===== src/rtl/fq_pkg.sv =====
`default_nettype none
// ============================================================================
// Module   : fq_pkg
// Purpose  : Shared types and constants for the 2-wide fetch queue.
//            Holds the default PC/instruction widths, the queue entry type
//            and the encoding treated as "no instruction" by the optional
//            zero-word filter (macro FQ_ZERO_FILTER_EN).
// Revision : 1.0 - initial release
// ============================================================================
package fq_pkg;

    localparam int FQ_XLEN          = 64;
    localparam int FQ_ILEN          = 32;
    localparam int FQ_DEFAULT_DEPTH = 8;

    // All-zero word: uninitialised memory / illegal encoding.
    localparam logic [FQ_ILEN-1:0] FQ_ZERO_INSTR = 32'h0000_0000;

    // One queue slot holds a single instruction together with its PC.
    typedef struct packed {
        logic [FQ_XLEN-1:0] pc;
        logic [FQ_ILEN-1:0] instr;
    } fq_entry_t;

endpackage
`default_nettype wire


===== src/rtl/fetch_queue_ram.sv =====
`default_nettype none
// ============================================================================
// Module   : fetch_queue_ram
// Purpose  : DEPTH x fq_entry_t storage for the fetch queue.
//            Two synchronous write ports (tail, tail+1) and two
//            asynchronous read ports (head, head+1). Contents are not reset.
// Ports    : clk                 - rising-edge clock
//            i_we0/i_waddr0/i_wdata0 - write port 0
//            i_we1/i_waddr1/i_wdata1 - write port 1
//            i_raddr0/o_rdata0   - async read port 0
//            i_raddr1/o_rdata1   - async read port 1
// Revision : 1.0 - initial release
// ============================================================================
module fetch_queue_ram
    import fq_pkg::*;
#(
    parameter int DEPTH  = FQ_DEFAULT_DEPTH,
    parameter int ADDR_W = $clog2(DEPTH)
) (
    input  logic              clk,
    input  logic              i_we0,
    input  logic [ADDR_W-1:0] i_waddr0,
    input  fq_entry_t         i_wdata0,
    input  logic              i_we1,
    input  logic [ADDR_W-1:0] i_waddr1,
    input  fq_entry_t         i_wdata1,
    input  logic [ADDR_W-1:0] i_raddr0,
    output fq_entry_t         o_rdata0,
    input  logic [ADDR_W-1:0] i_raddr1,
    output fq_entry_t         o_rdata1
);

    fq_entry_t r_mem [DEPTH];

    // The two write addresses are always distinct (tail and tail+1), so
    // ordering between the ports does not matter.
    always_ff @(posedge clk) begin
        if (i_we0) begin
            r_mem[i_waddr0] <= i_wdata0;
        end
        if (i_we1) begin
            r_mem[i_waddr1] <= i_wdata1;
        end
    end

    assign o_rdata0 = r_mem[i_raddr0];
    assign o_rdata1 = r_mem[i_raddr1];

endmodule
`default_nettype wire


===== src/rtl/fetch_queue_2w.sv =====
`default_nettype none
// ============================================================================
// Module   : fetch_queue_2w
// Purpose  : Decoupling instruction queue between a 2-wide fetch stage and a
//            dual-issue decode stage. Accepts a two-word bundle per cycle,
//            presents the oldest two instructions first-word-fall-through,
//            raises stall when fewer than two slots are free, and empties on
//            flush (taken branch).
// Options  : FQ_ZERO_FILTER_EN - drop incoming all-zero words; surviving
//            words are packed starting at tail.
// Ports    : clk, rst (async, active high), flush
//            in_valid, in_pc, in_instr1, in_instr2  - fetch bundle
//            stall                                  - to fetch
//            deq_cnt                                - decode consume count
//            out_valid1/2, out_pc1/2, out_instr1/2  - head and head+1
// Revision : 1.0 - initial release
// ============================================================================
module fetch_queue_2w
    import fq_pkg::*;
#(
    parameter int DEPTH = FQ_DEFAULT_DEPTH,  // power of two, >= 4
    parameter int XLEN  = FQ_XLEN,           // must equal FQ_XLEN (entry type)
    parameter int ILEN  = FQ_ILEN            // must equal FQ_ILEN (entry type)
) (
    input  logic            clk,
    input  logic            rst,
    input  logic            flush,
    input  logic            in_valid,
    input  logic [XLEN-1:0] in_pc,
    input  logic [ILEN-1:0] in_instr1,
    input  logic [ILEN-1:0] in_instr2,
    output logic            stall,
    input  logic [1:0]      deq_cnt,
    output logic            out_valid1,
    output logic            out_valid2,
    output logic [XLEN-1:0] out_pc1,
    output logic [XLEN-1:0] out_pc2,
    output logic [ILEN-1:0] out_instr1,
    output logic [ILEN-1:0] out_instr2
);

    localparam int c_PTR_W = $clog2(DEPTH);
    localparam int c_CNT_W = c_PTR_W + 1;
    localparam logic [c_CNT_W-1:0] c_STALL_LIMIT = c_CNT_W'(DEPTH - 2);

    logic [c_PTR_W-1:0] r_head;
    logic [c_PTR_W-1:0] r_tail;
    logic [c_CNT_W-1:0] r_count;

    logic               w_stall;
    logic               w_accept;
    logic [c_CNT_W-1:0] w_deq_req;
    logic [c_CNT_W-1:0] w_deq_eff;
    logic [c_CNT_W-1:0] w_enq_num;
    logic [XLEN-1:0]    w_pc_hi;
    fq_entry_t          w_entry_lo;
    fq_entry_t          w_entry_hi;
    logic               w_we0;
    logic               w_we1;
    fq_entry_t          w_wdata0;
    fq_entry_t          w_wdata1;
    fq_entry_t          w_rdata0;
    fq_entry_t          w_rdata1;

    // Stall looks only at registered occupancy; slots freed by this cycle's
    // dequeue become usable on the next cycle.
    assign w_stall  = (r_count > c_STALL_LIMIT);
    assign w_accept = in_valid && !w_stall && !flush;

    // deq_cnt=3 behaves as 2, and never consume more than is held.
    always_comb begin
        w_deq_req = '0;
        case (deq_cnt)
            2'd0:    w_deq_req = '0;
            2'd1:    w_deq_req = c_CNT_W'(1);
            default: w_deq_req = c_CNT_W'(2);
        endcase
    end
    assign w_deq_eff = (w_deq_req > r_count) ? r_count : w_deq_req;

    assign w_pc_hi    = in_pc + XLEN'(4);
    assign w_entry_lo = {in_pc, in_instr1};
    assign w_entry_hi = {w_pc_hi, in_instr2};

`ifdef FQ_ZERO_FILTER_EN
    logic w_keep_lo;
    logic w_keep_hi;

    assign w_keep_lo = (in_instr1 != FQ_ZERO_INSTR);
    assign w_keep_hi = (in_instr2 != FQ_ZERO_INSTR);

    // Port 0 (tail) takes the first surviving word; port 1 (tail+1) is used
    // only when both words survive.
    assign w_we0     = w_accept && (w_keep_lo || w_keep_hi);
    assign w_wdata0  = w_keep_lo ? w_entry_lo : w_entry_hi;
    assign w_we1     = w_accept && w_keep_lo && w_keep_hi;
    assign w_wdata1  = w_entry_hi;
    assign w_enq_num = w_accept ? (c_CNT_W'(w_keep_lo) + c_CNT_W'(w_keep_hi)) : '0;
`else
    assign w_we0     = w_accept;
    assign w_wdata0  = w_entry_lo;
    assign w_we1     = w_accept;
    assign w_wdata1  = w_entry_hi;
    assign w_enq_num = w_accept ? c_CNT_W'(2) : '0;
`endif

    // Flush discards the whole queue, including this cycle's wrong-path
    // bundle and any dequeue decode asked for.
    always_ff @(posedge clk or posedge rst) begin
        if (rst) begin
            r_head  <= '0;
            r_tail  <= '0;
            r_count <= '0;
        end else if (flush) begin
            r_head  <= '0;
            r_tail  <= '0;
            r_count <= '0;
        end else begin
            r_head  <= r_head + c_PTR_W'(w_deq_eff);
            r_tail  <= r_tail + c_PTR_W'(w_enq_num);
            r_count <= r_count + w_enq_num - w_deq_eff;
        end
    end

    fetch_queue_ram #(
        .DEPTH  (DEPTH),
        .ADDR_W (c_PTR_W)
    ) u_ram (
        .clk      (clk),
        .i_we0    (w_we0),
        .i_waddr0 (r_tail),
        .i_wdata0 (w_wdata0),
        .i_we1    (w_we1),
        .i_waddr1 (r_tail + c_PTR_W'(1)),
        .i_wdata1 (w_wdata1),
        .i_raddr0 (r_head),
        .o_rdata0 (w_rdata0),
        .i_raddr1 (r_head + c_PTR_W'(1)),
        .o_rdata1 (w_rdata1)
    );

    // Fields are zeroed when invalid so stale RAM contents never leak out.
    assign stall      = w_stall;
    assign out_valid1 = (r_count >= c_CNT_W'(1));
    assign out_valid2 = (r_count >= c_CNT_W'(2));
    assign out_pc1    = out_valid1 ? w_rdata0.pc    : '0;
    assign out_instr1 = out_valid1 ? w_rdata0.instr : '0;
    assign out_pc2    = out_valid2 ? w_rdata1.pc    : '0;
    assign out_instr2 = out_valid2 ? w_rdata1.instr : '0;

endmodule
`default_nettype wire


===== config.mk =====
export PLATFORM = sky130hd
export DESIGN_NAME = fetch_queue_2w
export DESIGN_NICKNAME = d
export VERILOG_FILES = /design/src/rtl/fq_pkg.sv /design/src/rtl/fetch_queue_ram.sv /design/src/rtl/fetch_queue_2w.sv
export SDC_FILE = /design/constraint.sdc
export NUM_CORES = 1
export LEC_CHECK = 0
export BUFFER_PORTS_ARGS = -buffer_cell sky130_fd_sc_hd__buf_2
export CORE_AREA = 4 4 264 525
export DETAILED_ROUTE_END_ITERATION = 8
export DIE_AREA = 0 0 268 529
export HOLD_SLACK_MARGIN = 0.03
export PLACE_DENSITY_LB_ADDON = 0.15
export SLEW_MARGIN = 0
export SYNTH_ARGS = -nofsm -noshare
export SYNTH_HDL_FRONTEND = slang
export SYNTH_HIERARCHICAL = 1
export SYNTH_SLANG_ARGS = --single-unit

===== constraint.sdc =====
create_clock -name clk -period 11.8 [get_ports clk]
set_input_delay 1.77 -clock clk [delete_from_list [all_inputs] [get_ports clk]]
set_output_delay 1.77 -clock clk [all_outputs]
set_load 0.005 [all_outputs]

## Word-level counts from Yosys, hierarchy flattened

Memories as Yosys holds them, arrays and structs flattened.
Index checks and enable logic that the tools add are counted.

| storage, ports and cells | value |
|---|---|
| memories | 1 |
| output and inout bits | 195 |
| register bits | 10 |
| bits in writable memories | 768 |

| operators by class | value |
|---|---|
| equality and inequality tests | 1 |
| magnitude comparators | 4 |
| reductions and logical operators | 5 |
| multiplexer cells | 12 |
| add/subtract/negate cells | 7 |

Memory list:

| name | depth | bits a word | rd ports | clocked after memory_dff | write ports | line | RTL |
|---|---|---|---|---|---|---|---|
| u_ram.r_mem | 8 | 96 | 2 | 0 | 2 | fetch_queue_ram.sv:33 | `fq_entry_t r_mem [DEPTH];` |

Operators with widths:

| kind | count |
|---|---|
| two-way mux 64 bit | 2 |
| adder 64 x 3 -> 64 bit (second input constant) | 1 |
| two-way mux 32 bit | 2 |
| two-way mux 4 bit | 2 |
| adder 3 x 1 -> 3 bit (second input constant) | 2 |
| two-way mux 3 bit | 2 |
| adder 4 x 2 -> 4 bit | 1 |
| >= comparator 4 x 1 -> 1 bit (second input constant) | 1 |
| >= comparator 4 x 2 -> 1 bit (second input constant) | 1 |
| > comparator 4 x 3 -> 1 bit (second input constant) | 1 |
| > comparator 4 bit | 1 |
| case mux 2 bit (2 select lines) | 1 |
| subtractor 4 bit | 1 |
| adder 3 x 2 -> 3 bit | 1 |
| adder 3 bit | 1 |
| == test 2 x 1 -> 1 bit (second input constant) | 1 |
| logical AND 1 bit | 2 |
| logical NOT 1 bit | 2 |
| logical NOT 2 bit | 1 |
| two-way mux 1 bit | 2 |
| two-way mux 2 bit | 1 |

## Logic depth before layout (Yosys ltp)

Gate-level depths: netlist of the first run.

| depth | value |
|---|---|
| depth after elaboration | 8 |
| gate-level depth with buffers | 13 |

## By module

The synthesis of the first run kept the hierarchy.

Modules (own cells, without submodules):

| module | cells each | times used | sequential area each (µm²) | area each (µm²) |
|---|---|---|---|---|
| fetch_queue_ram | 2,330 | 1 | 23,062.1 | 43,669.4 |
| fetch_queue_2w | 481 | 1 | 225.2 | 3,211.8 |

## Worst setup path after synthesis of the first run

OpenSTA, ideal clock, no wires.

| path | value |
|---|---|
| path type | input to register |
| start | in flush |
| end | mem u_ram/r_mem[0][0] (netlist name), enable pin |
| setup time | 0.692 ns |
| data required time | 11.108 ns |
| setup slack | 1.657 ns |
| arrival | 9.452 ns |
| buffers on the path | 1 |
| stages | 5 |
| path through | clkbuf_1 nand3b_1 inv_1 nand2b_1 o31ai_1 |

RTL lines:

| element | line | RTL |
|---|---|---|
| start, declared | fetch_queue_2w.sv:27 | `input logic flush,` |
| end, declared | fetch_queue_ram.sv:33 |  |

==> results of run 1 <==
[power by group]
group,internal (mW),switching (mW)
Combinational,2.01,2.09
Sequential,3.19,0.124
Clock,1.48,1.13
Total,6.68,3.35
[cells in the mapped netlist (3+ instances only)]
cell type | number | area, sq um
nand3_1 | 22 | 110
mux2_2 | 931 | 10500
edfxtp_1 | 768 | 23100
nor4bb_1 | 3 | 30.0
nor2_1 | 23 | 86.3
buf_2 | 97 | 485
fa_1 | 3 | 60.1
dfrtp_1 | 9 | 225
mux4_2 | 384 | 8650
nand4_1 | 16 | 100
buf_6 | 5 | 56.3
ha_1 | 11 | 138
o21ai_0 | 7 | 35.0
nor3_2 | 4 | 40.0
nor2b_1 | 5 | 31.3
nor4_1 | 12 | 75.1
xor2_1 | 32 | 280
nand2b_1 | 4 | 25.0
clkbuf_1 | 119 | 447
inv_1 | 23 | 86.3
and4_1 | 3 | 26.3
and3_1 | 7 | 43.8
mux2_4 | 29 | 435
nand2_1 | 31 | 116
nand4b_1 | 3 | 26.3
nor3_1 | 13 | 65.1
xnor2_1 | 33 | 289
and2_1 | 193 | 1210
[flip-flops by register name (all words and copies together), names as in the netlist]
| signal | count |
|---|---|
| r_head | 3 |
| r_tail | 2 |
| r_count | 4 |
| u_ram/r_mem | 768 |
[cells in the final DEF (no fill, tap or decap), types with 20 or more instances in the layout]
master	instances
mux4_2	384
xnor2_1	33
edfxtp_1	768
buf_2	328
and2_1	193
nor2_1	23
nand3_1	22
nand2_1	29
diode_2	20
xor2_1	31
mux2_2	931
clkbuf_16	83
mux2_4	29
buf_4	40
inv_1	22
[layout make-up]
type / instances / area, sq um / share of cell area (%)
sequential: 777 / 23300 / 44.0
multi-input combinational: 1792 / 22700 / 42.8
tap: 1737 / 2170 / 4.11
clock buffer: 99 / 2140 / 4.04
timing repair buffer: 374 / 2060 / 3.89
clock inverter: 45 / 450 / 0.851
inverter: 23 / 93.8 / 0.177
antenna: 20 / 50.0 / 0.0945
[through the flow]
step	instance area (sq um)	util [%]
finish	52900	39.3
global route	52900	39.2
CTS	52900	39.2
detailed placement	50300	37.3
global placement	50300	37.3
floorplan	46900	-
[final timing paths]
kind                                       from                            to  slack, ns  cells after the start
max                         r_head[1]$_DFF_PP0_                out_instr2[28]       5.08                      7
min                        r_count[0]$_DFF_PP0_          r_count[0]$_DFF_PP0_       0.72                      3
max reg2reg                r_count[2]$_DFF_PP0_  u_ram/r_mem[0][50]$_DFFE_PP_       7.86                      9
min reg2reg                r_count[0]$_DFF_PP0_          r_count[0]$_DFF_PP0_       0.72                      3
max in group asynchronous                   rst           r_head[1]$_DFF_PP0_      10.38                      2
min in group asynchronous                   rst          r_count[0]$_DFF_PP0_       1.08                      2
[kinds of logic after synthesis]
logic type	count (synthesis)	synth area share, %
mux	1346	41.8
flops	777	49.7
simple gates	349	4.43
buf+inv	246	2.31
xor+xnor	65	1.21
fa+ha+maj	14	0.422
compound gates	12	0.157
other cells	2	0.0160
[critical path: stages (launching register included)]
cell	delay, ns
dfrtp_4	1.00
ha_4	0.27
xor2_4	0.88
buf_4	0.96
mux4_2	0.41
mux2_2	0.28
and2_1	0.19
buf_2	0.15
[per-layer routing]
metal | vias to the layer above | wire length (um) | GRT usage (%)
met3 | 198 | 11300 | 4.71
met4 | 42 | 2940 | 4.99
li1 | 11908 | - | -
met1 | 15027 | 63100 | 27.8
met2 | 919 | 76900 | 36.7
met5 | - | 273 | 0
==> flow_metrics.py, run 1 <==
metrics = {
    "timing": {
        "period_needed_ns": 6.72,
        "hold_ws_ns": 0.723,
        "hold_violations": 0,
        "slew_violations": 392,
        "fmax_ghz": 0.149,
        "relSlewSlack_pct": -2040,
        "setup_viol_count_final": 0,
        "tightest_slew_ns": 31.73,
        "period_share_pct": 56.9,
        "fin_ws_ns": 5.08,
        "rsz0062_at_grt": "no",
        "finClkSkew_ns": 0.0261,
        "fin_tns_setup_ns": 0,
    },
    "grt": {
        "grt_util_all_layers_pct": 21.4,
        "grt_max_degree": 102,
        "antenna_found_initial": 46,
        "grt-ovfl-total": 0,
        "grt_pass1_wl_um": 220000,
        "grt_pass1_vias": 30227,
    },
    "min_path": {
        "hp-class": "register to register",
    },
    "synthesis": {
        "synthCells": 2811,
        "ys_warn_count": 6,
        "yosysUniqueCellTypes": 43,
        "seq_area_frac_synth_pct": 49.7,
        "synth_edf_count": 768,
        "netlist_area_sq_mm": 0.0469,
        "synthFlopType": "edfxtp_1",
        "synth_seq_cells": 777,
        "synthArstFlopShare_pct": 1.16,
        "synth_area_per_cell_sq_um": 16.7,
    },
    "clock_tree": {
        "post_cts_resized": 0,
        "clockBufferDepth": 3,
        "numCtsBuffers": 81,
        "insertion_delay_ns": 0.67,
        "cts_root_buf": "clkbuf_16",
        "clkSinkCount": 777,
        "cts_tree": "done",
        "ctsHoldBuffers": 0,
        "cts_setup_buffers": 0,
        "clk_pin_slew_worst_paths_ns": 0.07,
        "htree_num_levels": 3,
    },
    "setup_path": {
        "cp_max_fo": 61,
        "critPathCaptureType": "output pin",
        "crit_type": "register to output pin",
        "crit_arrival_ns": 4.95,
        "cp-start-kind": "register",
        "crit_required_ns": 10.03,
    },
    "die": {
        "core_area_sq_mm": 0.135,
        "ios": 329,
        "fp.dieW_um": 268,
        "fp.dieArea_sq_mm": 0.142,
        "die_h_um": 529,
        "rows": 191,
        "start_util_pct": 34.8,
    },
    "routing": {
        "drc": 0,
        "num_vias": 28094,
        "drt_wl_total_um": 154000,
        "drt_first_pass_iters": 5,
        "viasPerCell": 5.77,
        "drt_iter0_drc": 2198,
        "avgRoutedWirePerCell_um": 31.7,
        "ant_nets": 0,
    },
    "cells_and_area": {
        "fillers": 12599,
        "final_layout_size_suffix_gt1_share_pct": 59.6,
        "fin_nets": 3197,
        "area_delta_synth_final_pct": 12.9,
        "layout.cells.non_filler": 4867,
    },
    "pwr": {
        "power.total_mw": 10.0,
        "vdd_ir_drop_max_mv": 0.135,
        "p_per_area_mw_per_mm2": 189,
        "leakagePower_nw": 17.5,
    },
    "run_status": {
        "status": "complete, but fails checks",
        "violations": "slew limit",
    },
    "placement": {
        "gp_congestion": 0.724,
        "preCtsSetupSlack_ns": 5.73,
        "dpl.hpwl_um": 80900,
        "port-buffer-count": 328,
        "dp.cells": 4703,
    },
    "run": {
        "cap_violations": 0,
    },
}
Note: power is estimated with default switching activity, not from simulation.
==> run 2, diff against run 1 <==
clock period = 6.6 ns   (was 11.8 ns; I/O delays follow)
==> run 2 against run 1 <==
  * The flow still finishes with violations (slew limit)
  * Worst hold slack lost 0.40 ns
  * Clock skew is 0.0036 ns lower
  * Critical endpoint is now out_pc2[10]
  * Cell area increased by 0.28%
  * Cell count decreased by 0.18%
  * Via count decreased by 0.81%
  * Register-to-register slack lost 5.3 ns
  * Global-route usage fell by 0.17 points
  * Sequential cell count did not move
  * Setup slack worse by 3.5 ns
  * Die area unchanged
  * Routed wire length decreased by 1.5%
  * Combinational power up 81%
==> flow_metrics.py, run 2 (synthesized netlist as in run 1, its figures left out) <==
metrics = {
    "run_status": {
        "violations": "slew limit",
        "status": "complete, but fails checks",
    },
    "routing": {
        "ant_nets": 0,
        "drc": 0,
        "viasPerCell": 5.74,
        "drt_iter0_drc": 2041,
        "drt_wl_total_um": 152000,
        "avgRoutedWirePerCell_um": 31.3,
        "num_vias": 27866,
        "drt_first_pass_iters": 5,
    },
    "cells_and_area": {
        "largest_register_ffs": 768,
        "area_delta_synth_final_pct": 13.2,
        "fillers": 12485,
        "final_cell_mix": "mux2_2 (931), edfxtp_1 (768), mux4_2 (384)",
        "top_regs": "u_ram/r_mem (768), r_count (4), r_head (3)",
        "mostFrequentLayoutCell": "mux2_2",
        "final_area_sq_mm": 0.0531,
        "final_layout_size_suffix_gt1_share_pct": 59.7,
        "max_flop_register": "u_ram/r_mem",
        "fin_nets": 3192,
    },
    "pwr": {
        "leakagePower_nw": 17.6,
        "p_per_area_mw_per_mm2": 340,
        "p_int_mw": 12.0,
        "p_sw_share_pct": 33.3,
        "clkPwrFrac_pct": 26.3,
        "vdd_ir_drop_max_mv": 0.454,
        "combPwrFrac_pct": 41.0,
        "p_sw_mw": 6.00,
        "power_frac_seq_pct": 32.7,
    },
    "grt": {
        "grt-ovfl-total": 0,
        "grt_pass1_vias": 29822,
        "grt_util_all_layers_pct": 21.3,
        "grt_max_degree": 106,
        "antenna_found_initial": 26,
        "grt_pass1_wl_um": 218000,
    },
    "clock_tree": {
        "ctsHoldBuffers": 0,
        "clk_pin_slew_worst_paths_ns": 0.06,
        "post_cts_resized": 0,
        "numCtsBuffers": 81,
        "cts_setup_buffers": 0,
        "clkSinkCount": 777,
        "clockBufferDepth": 3,
        "htree_num_levels": 3,
        "cts_root_buf": "clkbuf_16",
        "cts_tree": "done",
        "insertion_delay_ns": 0.68,
    },
    "timing": {
        "hold_violations": 0,
        "setup_viol_count_final": 0,
        "slew_violations": 392,
        "finClkSkew_ns": 0.0225,
        "fin_ws_ns": 1.61,
        "hold_ws_ns": 0.321,
        "tightest_slew_ns": 31.23,
        "period_share_pct": 75.6,
        "rsz0062_at_grt": "no",
        "fin_tns_setup_ns": 0,
        "period_needed_ns": 4.99,
        "relSlewSlack_pct": -2010,
        "fmax_ghz": 0.200,
    },
    "placement": {
        "preCtsSetupSlack_ns": 1.92,
        "dpl-instance-area_sq_mm": 0.0504,
        "gp_congestion": 0.732,
        "dpl.hpwl_um": 79700,
        "port-buffer-count": 328,
    },
    "setup_path": {
        "crit_arrival_ns": 4.00,
        "r2r_setup_slack_ns": 2.60,
        "cp-start-kind": "register",
        "crit_type": "register to output pin",
        "cp_max_fo": 67,
        "critPathCaptureType": "output pin",
        "crit_required_ns": 5.61,
    },
    "die": {
        "die_h_um": 529,
        "fp.dieArea_sq_mm": 0.142,
        "rows": 191,
        "start_util_pct": 34.8,
        "core_area_sq_mm": 0.135,
        "ios": 329,
        "fp.dieW_um": 268,
    },
    "run": {
        "cap_violations": 0,
    },
    "min_path": {
        "hp-class": "primary input to asynchronous set/reset pin",
    },
}
-- run 2: critical path: stages (launching register included) --
cell     delay (ns)
dfrtp_4        0.75
inv_8          0.74
buf_4          0.55
mux4_2         0.56
mux2_2         0.29
and2_1         0.18
buf_2          0.15
-- run 2: through the flow --
step	util [%]	power, mW	cells
2_1_floorplan	-	10.5	2815
3_3_place_gp	37.4	13.4	4698
3_5_place_dp	37.4	13.5	4698
4_1_cts	39.4	18.3	4842
5_1_grt	39.4	19.0	4846
6_report	39.4	18.0	4858
-- run 2: area by class of cell --
cell class,instances,area (sq um),area share [%]
antenna,16,40.0,0.0754
clock buffer,100,2210,4.17
clock inverter,44,444,0.837
inverter,23,93.8,0.177
multi-input combinational,1792,22700,42.7
sequential,777,23300,43.9
tap,1737,2170,4.09
timing repair buffer,369,2150,4.05
-- run 2: power groups by stage --
stage | Sequential, mW | Clock (mW) | Combinational, mW
5_1_grt | 5.92 | 5.08 | 7.96
3_3_place_gp | 5.99 | 0 | 7.43
3_5_place_dp | 6.00 | 0 | 7.45
4_1_cts | 5.90 | 4.89 | 7.50
2_1_floorplan | 5.89 | 0 | 4.61
6_report | 5.89 | 4.74 | 7.41
-- run 2: layer usage --
layer	GRT usage, %	share of wire (%)	routed length [um]
met2	36.5	50	75700
met4	4.99	1.8	2730
met1	28.1	42	64400
met5	0	0.054	82
met3	3.79	6.1	9250
-- run 2: path summary, 6_finish.rpt --
check / startpoint / endpoint / cells past startpoint
worst min register to register: r_count[0]$_DFF_PP0_ / r_count[0]$_DFF_PP0_ / 3
min in group clk: flush / r_count[2]$_DFF_PP0_ / 2
worst max-delay path: r_head[0]$_DFF_PP0_ / out_pc2[10] / 6
max in group asynchronous: rst / r_head[2]$_DFF_PP0_ / 2
worst max register to register: r_count[2]$_DFF_PP0_ / u_ram/r_mem[1][49]$_DFFE_PP_ / 9
worst min-delay path: rst / r_tail[2]$_DFF_PP0_ / 2
